[src/rtl/controlador_int_if.sv]
// ---------------------------------------------------------------------------
// controlador_int_if
//   Request/acknowledge channel between the interrupt controller and the
//   control unit of the single-cycle CPU.
//
//   Signals:
//     int_req  controller -> CPU  registered interrupt request
//     int_vec  controller -> CPU  vector address, valid while int_req = 1
//     int_id   controller -> CPU  line index, valid while int_req = 1
//     int_ack  CPU -> controller  one-cycle pulse when the request is taken
//     reti     CPU -> controller  one-cycle pulse on return-from-interrupt
//
//   Modports:
//     master   the interrupt controller (drives the request side)
//     slave    the control unit (drives ack and reti)
// ---------------------------------------------------------------------------
interface controlador_int_if;
  logic       int_req;
  logic [7:0] int_vec;
  logic [2:0] int_id;
  logic       int_ack;
  logic       reti;

  modport master (
    output int_req,
    output int_vec,
    output int_id,
    input  int_ack,
    input  reti
  );

  modport slave (
    input  int_req,
    input  int_vec,
    input  int_id,
    output int_ack,
    output reti
  );
endinterface

[src/rtl/controlador_int.sv]
// ---------------------------------------------------------------------------
// controlador_int
//   Priority interrupt controller for the single-cycle CPU. Eight external
//   lines are synchronized, their rising edges are latched as pending
//   requests, and the mask plus global enable (gie) decide which lines may
//   interrupt. The lowest-index qualifying line is offered to the control
//   unit with its vector; once acknowledged the line moves to in-service
//   until return-from-interrupt.
//
//   Parameters:
//     VEC_BASE   base address of the vector table
//     VEC_SHIFT  vector stride is 2^VEC_SHIFT words (address wraps mod 256)
//
//   Ports:
//     clk           system clock, rising edge
//     rst           asynchronous active-high reset, clears all state
//     i_irq         raw interrupt lines, asynchronous; bit 0 = top priority
//     i_mask_we     mask register write strobe
//     i_mask_d      new mask value, 1 = line enabled
//     i_ien_set     set gie (ei instruction)
//     i_ien_clr     clear gie (di instruction), wins over every gie set
//     bus           request/ack channel (int_req, int_vec, int_id,
//                   int_ack, reti)
//     o_pending     pending register
//     o_in_service  in-service register
//
//   Configuration macro:
//     NESTING_EN    when defined, a line strictly above the highest-priority
//                   in-service level may preempt once gie is re-enabled.
//                   When undefined, no request is raised while anything is
//                   in service and reti clears in_service entirely.
// ---------------------------------------------------------------------------
module controlador_int #(
  parameter logic [7:0] VEC_BASE  = 8'hF0,
  parameter int         VEC_SHIFT = 2
) (
  input  logic                     clk,
  input  logic                     rst,
  input  logic [7:0]               i_irq,
  input  logic                     i_mask_we,
  input  logic [7:0]               i_mask_d,
  input  logic                     i_ien_set,
  input  logic                     i_ien_clr,
  controlador_int_if.master        bus,
  output logic [7:0]               o_pending,
  output logic [7:0]               o_in_service
);

  typedef enum logic {
    IDLE = 1'b0,
    REQ  = 1'b1
  } state_t;

  state_t     r_state;
  state_t     w_state_next;

  logic [7:0] r_s1;
  logic [7:0] r_s2;
  logic [7:0] r_s3;
  logic [7:0] r_mask;
  logic [7:0] r_pending;
  logic [7:0] r_in_service;
  logic       r_gie;
  logic       r_int_req;
  logic [2:0] r_int_id;
  logic [7:0] r_int_vec;

  logic [7:0] w_edge;
  logic [7:0] w_prio_ok;
  logic [7:0] w_cand;
  logic       w_win_valid;
  logic [2:0] w_win_id;
  logic [7:0] w_win_vec;
  logic       w_latched_ok;
  logic       w_ack_taken;
  logic       w_reti_valid;

  logic [7:0] w_pending_next;
  logic [7:0] w_in_service_next;
  logic       w_gie_next;
  logic       w_int_req_next;
  logic [2:0] w_int_id_next;
  logic [7:0] w_int_vec_next;

  // Two synchronizer stages plus a history flop; the edge is taken between
  // the second stage and the history so it is already metastability-safe.
  always_ff @(posedge clk or posedge rst) begin
    if (rst) begin
      r_s1 <= '0;
      r_s2 <= '0;
      r_s3 <= '0;
    end else begin
      r_s1 <= i_irq;
      r_s2 <= r_s1;
      r_s3 <= r_s2;
    end
  end

  assign w_edge = r_s2 & ~r_s3;

  // Mask is registered, so a write only influences selection next cycle.
  always_ff @(posedge clk or posedge rst) begin
    if (rst) begin
      r_mask <= '0;
    end else if (i_mask_we) begin
      r_mask <= i_mask_d;
    end
  end

`ifdef NESTING_EN
  // A line may only interrupt if no in-service bit at its own index or
  // above (lower index) is set, i.e. it is strictly more urgent.
  always_comb begin : prio_nest
    logic w_seen;
    w_seen    = 1'b0;
    w_prio_ok = '0;
    for (int i = 0; i < 8; i++) begin
      w_seen       = w_seen | r_in_service[i];
      w_prio_ok[i] = ~w_seen;
    end
  end
`else
  // Without nesting, any active handler blocks all new requests.
  assign w_prio_ok = {8{~|r_in_service}};
`endif

  assign w_cand = r_pending & r_mask & {8{r_gie}} & w_prio_ok;

  // Lowest index wins: scan downward so the last hit is the lowest bit.
  always_comb begin
    w_win_valid = 1'b0;
    w_win_id    = '0;
    for (int i = 7; i >= 0; i--) begin
      if (w_cand[i]) begin
        w_win_valid = 1'b1;
        w_win_id    = 3'(i);
      end
    end
  end

  assign w_win_vec = VEC_BASE + (8'(w_win_id) << VEC_SHIFT);

  // The latched line stays offered only while it is still pending, unmasked
  // and gie is set; in-service changes cannot happen while in REQ without
  // an ack, so they are not rechecked here.
  assign w_latched_ok = r_pending[r_int_id] & r_mask[r_int_id] & r_gie;
  assign w_ack_taken  = (r_state == REQ) & bus.int_ack;
  assign w_reti_valid = bus.reti & (|r_in_service);

  always_ff @(posedge clk or posedge rst) begin
    if (rst) begin
      r_state   <= IDLE;
      r_int_req <= 1'b0;
      r_int_id  <= '0;
      r_int_vec <= '0;
    end else begin
      r_state   <= w_state_next;
      r_int_req <= w_int_req_next;
      r_int_id  <= w_int_id_next;
      r_int_vec <= w_int_vec_next;
    end
  end

  // Request FSM. id and vec are captured on the IDLE->REQ transition and
  // then frozen, so a more urgent late arrival waits for the next round.
  always_comb begin
    w_state_next   = r_state;
    w_int_req_next = r_int_req;
    w_int_id_next  = r_int_id;
    w_int_vec_next = r_int_vec;
    case (r_state)
      IDLE: begin
        w_int_req_next = 1'b0;
        if (w_win_valid) begin
          w_state_next   = REQ;
          w_int_req_next = 1'b1;
          w_int_id_next  = w_win_id;
          w_int_vec_next = w_win_vec;
        end
      end
      REQ: begin
        w_int_req_next = 1'b1;
        if (bus.int_ack || !w_latched_ok) begin
          w_state_next   = IDLE;
          w_int_req_next = 1'b0;
        end
      end
      default: begin
        w_state_next   = IDLE;
        w_int_req_next = 1'b0;
      end
    endcase
  end

  // A fresh edge is applied after the ack clear so the set wins.
  always_comb begin
    w_pending_next = r_pending;
    if (w_ack_taken) begin
      w_pending_next[r_int_id] = 1'b0;
    end
    w_pending_next = w_pending_next | w_edge;
  end

  // reti acts on the in-service value from before this cycle's ack; the
  // ack then adds its own bit on top.
  always_comb begin
    w_in_service_next = r_in_service;
    if (w_reti_valid) begin
`ifdef NESTING_EN
      w_in_service_next = r_in_service & (r_in_service - 8'd1);
`else
      w_in_service_next = '0;
`endif
    end
    if (w_ack_taken) begin
      w_in_service_next[r_int_id] = 1'b1;
    end
  end

  // gie precedence, lowest to highest: hold, ack clear, ei, reti, di.
  always_comb begin
    w_gie_next = r_gie;
    if (w_ack_taken) begin
      w_gie_next = 1'b0;
    end
    if (i_ien_set) begin
      w_gie_next = 1'b1;
    end
    if (w_reti_valid) begin
      w_gie_next = 1'b1;
    end
    if (i_ien_clr) begin
      w_gie_next = 1'b0;
    end
  end

  always_ff @(posedge clk or posedge rst) begin
    if (rst) begin
      r_pending    <= '0;
      r_in_service <= '0;
      r_gie        <= 1'b0;
    end else begin
      r_pending    <= w_pending_next;
      r_in_service <= w_in_service_next;
      r_gie        <= w_gie_next;
    end
  end

  assign bus.int_req   = r_int_req;
  assign bus.int_id    = r_int_id;
  assign bus.int_vec   = r_int_vec;
  assign o_pending     = r_pending;
  assign o_in_service  = r_in_service;

endmodule

[src/flat_wrapper.sv]
// flat-port wrapper written by rule: the top's interface ports become plain ports
module controlador_int_flat 
#(
  parameter logic [7:0] VEC_BASE  = 8'hF0,
  parameter int         VEC_SHIFT = 2
)
  (clk, rst, i_irq, i_mask_we, i_mask_d, i_ien_set, i_ien_clr, o_pending, o_in_service, bus_int_req, bus_int_vec, bus_int_id, bus_int_ack, bus_reti);
  controlador_int_if bus_i ();
  input  logic clk;
  input  logic rst;
  input  logic [7:0] i_irq;
  input  logic i_mask_we;
  input  logic [7:0] i_mask_d;
  input  logic i_ien_set;
  input  logic i_ien_clr;
  output logic [7:0] o_pending;
  output logic [7:0] o_in_service;
  output wire logic [$bits(bus_i.int_req)-1:0] bus_int_req;
  output wire logic [$bits(bus_i.int_vec)-1:0] bus_int_vec;
  output wire logic [$bits(bus_i.int_id)-1:0] bus_int_id;
  input wire logic [$bits(bus_i.int_ack)-1:0] bus_int_ack;
  input wire logic [$bits(bus_i.reti)-1:0] bus_reti;
  assign bus_int_req = bus_i.int_req;
  assign bus_int_vec = bus_i.int_vec;
  assign bus_int_id = bus_i.int_id;
  assign bus_i.int_ack = bus_int_ack;
  assign bus_i.reti = bus_reti;
  controlador_int #(.VEC_BASE(VEC_BASE), .VEC_SHIFT(VEC_SHIFT)) u_core (.clk(clk), .rst(rst), .i_irq(i_irq), .i_mask_we(i_mask_we), .i_mask_d(i_mask_d), .i_ien_set(i_ien_set), .i_ien_clr(i_ien_clr), .bus(bus_i), .o_pending(o_pending), .o_in_service(o_in_service));
endmodule
[config.mk]
export PLATFORM = sky130hd
export DESIGN_NAME = controlador_int_flat
export DESIGN_NICKNAME = d
export VERILOG_FILES = /design/src/rtl/controlador_int_if.sv /design/src/rtl/controlador_int.sv /design/src/flat_wrapper.sv
export SDC_FILE = /design/constraint.sdc
export NUM_CORES = 1
export LEC_CHECK = 0
export ABC_AREA = 0
export CAP_MARGIN = 5
export CORE_AREA = 10 10 77 79
export CTS_CLUSTER_DIAMETER = 80
export DETAILED_ROUTE_END_ITERATION = 6
export DIE_AREA = 0 0 87 89
export GPL_TIMING_DRIVEN = 0
export PLACE_DENSITY_LB_ADDON = 0.2
export SLEW_MARGIN = 10
export SYNTH_ARGS = -nofsm -noshare
export SYNTH_HDL_FRONTEND = slang
export SYNTH_SLANG_ARGS = --single-unit
[constraint.sdc]
create_clock -name clk -period 2.09 [get_ports clk]
set_input_delay 0.5225 -clock clk [delete_from_list [all_inputs] [get_ports clk]]
set_output_delay 0.5225 -clock clk [all_outputs]
set_load 0.005 [all_outputs]
==> metrics.csv <==
stage,metric,value,unit
critical_path,r2r-start,u_core.o_in_service[2]$_DFF_PP0_,
critical_path,reg2reg_depth,5,
pwr,leakagePower,0.00122,uW
sta,fmax,532,MHz
status,status,finished clean,
pwr,ir_worst_vdd,0.576,mV
die,coreArea,4540,um^2
sta,slew_viol_final,0,
critical_path,crit_type,flop to output pin,
worst_hold_path,hold_class,flop to flop,
worst_hold_path,hold_start,u_core.r_s1[3]$_DFF_PP0_,
clock_network,post_cts_resized,0,
finish,n_antenna_cell,0,
drt,ant_nets,0,
clock_network,root_buffer,clkbuf_8,
global_routing,first_global_vias,1447,
die,dieArea,7740,um^2
synthesis,synth.top_cell.area_share,66.3,%
clock_network,clock_latency,300,ps
critical_path,r2r_slack,340,ps
sta,max_slew_margin,61.9,%
finish,fill_cells,367,
critical_path,required,1570,ps
drt,vias_per_cell,5.00,
global_routing,gr-total-overflow,0,
worst_hold_path,hold_depth,0,
drt,vias,1374,
placement,dp_cells,267,
critical_path,r2r-end,u_core.bus.int_id[0]$_DFFE_PP0P_,
placement,port_buffers,47,
sta,grt_setup_unrepaired,no,
clock_network,path_clk_slew,90,ps
synthesis,synth-seq-area-share,66.3,%
die,initial_core_util,44.9,%
drt,drtIter0Drc,105,
drt,routed_wirelength,4230,um
synthesis,ys_warn_count,0,
global_routing,antenna_found_initial,0,
sta,finalCritPeriodShare,90.0,%
finish,seq_area,1350,um^2
finish,utilization,59.3,%
placement,detailed_place_hpwl,3340,um
synthesis,yosys.area.top_type,dfrtp_1,
sta,worst_clock_skew,5.44,ps
clock_network,cts_num_sinks,54,
synthesis,syn_area_per_cell,12.4,um^2
pwr,p_total,2770,uW
sta,hold_viol_final,0,
die,fp.dieW,87,um
finish,fin_nets,243,
drt,dr.pass1.iters,4,
clock_network,post_cts_buffers,0,
die,pin_count,51,
synthesis,netlist_area,2040,um^2
critical_path,worstSetupEndpointType,output pin,
synthesis,synth_cell_type_count,30,
synthesis,synthTopCellsByArea,"dfrtp_1, mux2_2, nand2_1, inv_1, o21ai_0",
finish,drive_above_1_share,13.6,%
global_routing,grt_max_degree,29,
finish,final_common_cell,dfrtp_1,
finish,area_growth,32.0,%
worst_hold_path,whs_endpoint,u_core.r_s2[3]$_DFF_PP0_,
clock_network,ctsLongestPathBuffers,2,
placement,place_congestion,0.810,
finish,layoutNonFillerInstCount,275,
drt,drc,0,
clock_network,htree_num_levels,2,
critical_path,startpoint_type,flop,
clock_network,cts_made_buffers,5,
critical_path,crit_fanout,6,
pwr,power_density,1030,nW/um^2
sta,setup_viol,0,
die,fp.dieH,89,um
drt,wire_per_inst,15.4,um
critical_path,cp.arrival,1360,ps
finish,multiInputGateArea,549,um^2
die,fp-row-count,25,
global_routing,track_usage,11.9,%
synthesis,synth_cells,164,
synthesis,ys_seq_elements,54,
clock_network,holdBufCountCts,0,
finish,layout_common_cells,"dfrtp_1, clkdlybuf4s50_1, nand2_1",
sta,fin_crit,1880,ps
sta,worst_pin_slew,571,ps
global_routing,grt_pass1_wl,7210,um
clock_network,cts_tree,done,
run,max-cap-violations,0,
==> through the flow <==
step                      setup TNS, ps  hold WS [ps]  instance area [um^2]  worst slack (ps)
after floorplan                       0           331                  2040               253
final                                 0           354                  2690               209
after CTS                             0           356                  2690               193
after global routing                  0           365                  2690               119
after global placement           -32290           332                  2580              -600
after detailed placement              0           335                  2600               209
==> layer usage <==
metal	GRT usage [%]	share of wire (%)	vias to the layer above
met5	0	0	-
met3	5.10	8.7	6
met1	13.9	41	671
met2	18.9	49	40
met4	4.42	1.3	0
li1	-	-	657
==> registers in the layout (all words and copies together), names as in the netlist <==
| name | count |
|---|---|
| u_core.r_s1 | 8 |
| u_core.bus.int_id | 3 |
| u_core.r_gie | 1 |
| u_core.r_state | 1 |
| u_core.r_s2 | 8 |
| u_core.o_pending | 8 |
| u_core.r_mask | 8 |
| u_core.o_in_service | 8 |
| u_core.r_s3 | 8 |
| u_core.bus.int_vec | 1 |
==> cell families after synthesis <==
family	count (synthesis)	synth area share (%)
simple gates	40	9.03
buf+inv	28	6.88
other cells	1	0.184
flops	54	66.3
mux	12	8.11
compound gates	29	9.46
==> critical path, stage by stage, from the launching register on <==
cell             delay [ps]
dfrtp_1                 440
buf_4                   130
clkdlybuf4s50_1         490
==> Yosys cell counts <==
master	number
nor2_1	3
o21ai_2	1
nand2_1	23
a22o_1	5
clkbuf_1	2
buf_2	1
nor4_1	2
mux2_2	9
buf_4	7
conb_1	1
and2b_1	1
a21oi_1	5
mux2_1	1
a311oi_1	1
and4b_1	1
nand3_1	5
a221o_1	1
a22oi_1	1
o211ai_1	1
and3_1	1
and2_1	1
buf_6	1
inv_1	17
mux4_1	2
nor2b_1	1
o21ai_0	12
a221oi_1	1
o31ai_2	1
nand4_1	2
dfrtp_1	54
==> cell type report <==
cell class	count	area share [%]
Multi-Input combinational cell	83	20.4
Clock buffer	5	2.56
Buffer	11	2.84
Tap cell	54	2.51
Clock inverter	3	0.791
Sequential cell	54	50.3
Timing Repair Buffer	48	18.2
Inverter	17	2.37
==> how the worst max path moves through the flow <==
stage / start / endpoint / slack (ps) / cells after the start
5_1_grt: u_core.bus.int_vec[6]$_DFFE_PP0P_ / bus_int_vec[5] / 120 / 2
3_5_place_dp: bus_int_ack / u_core.o_pending[6]$_DFF_PP0_ / 210 / 5
3_3_place_gp: rst / u_core.r_gie$_DFFE_PP0P_ / -600 / 2
4_1_cts: u_core.bus.int_vec[6]$_DFFE_PP0P_ / bus_int_vec[5] / 190 / 2
2_1_floorplan: rst / u_core.bus.int_id[0]$_DFFE_PP0P_ / 250 / 1
6_report: u_core.bus.int_id[0]$_DFFE_PP0P_ / bus_int_vec[2] / 210 / 2
==> where the power goes <==
group | internal [uW] | leakage (uW) | total [uW] | switching [uW]
Clock | 236 | 0.0000441 | 571 | 335
Combinational | 544 | 0.000541 | 893 | 350
Sequential | 1180 | 0.000630 | 1300 | 121
No activity file was read; power rests on OpenSTA's default activity.
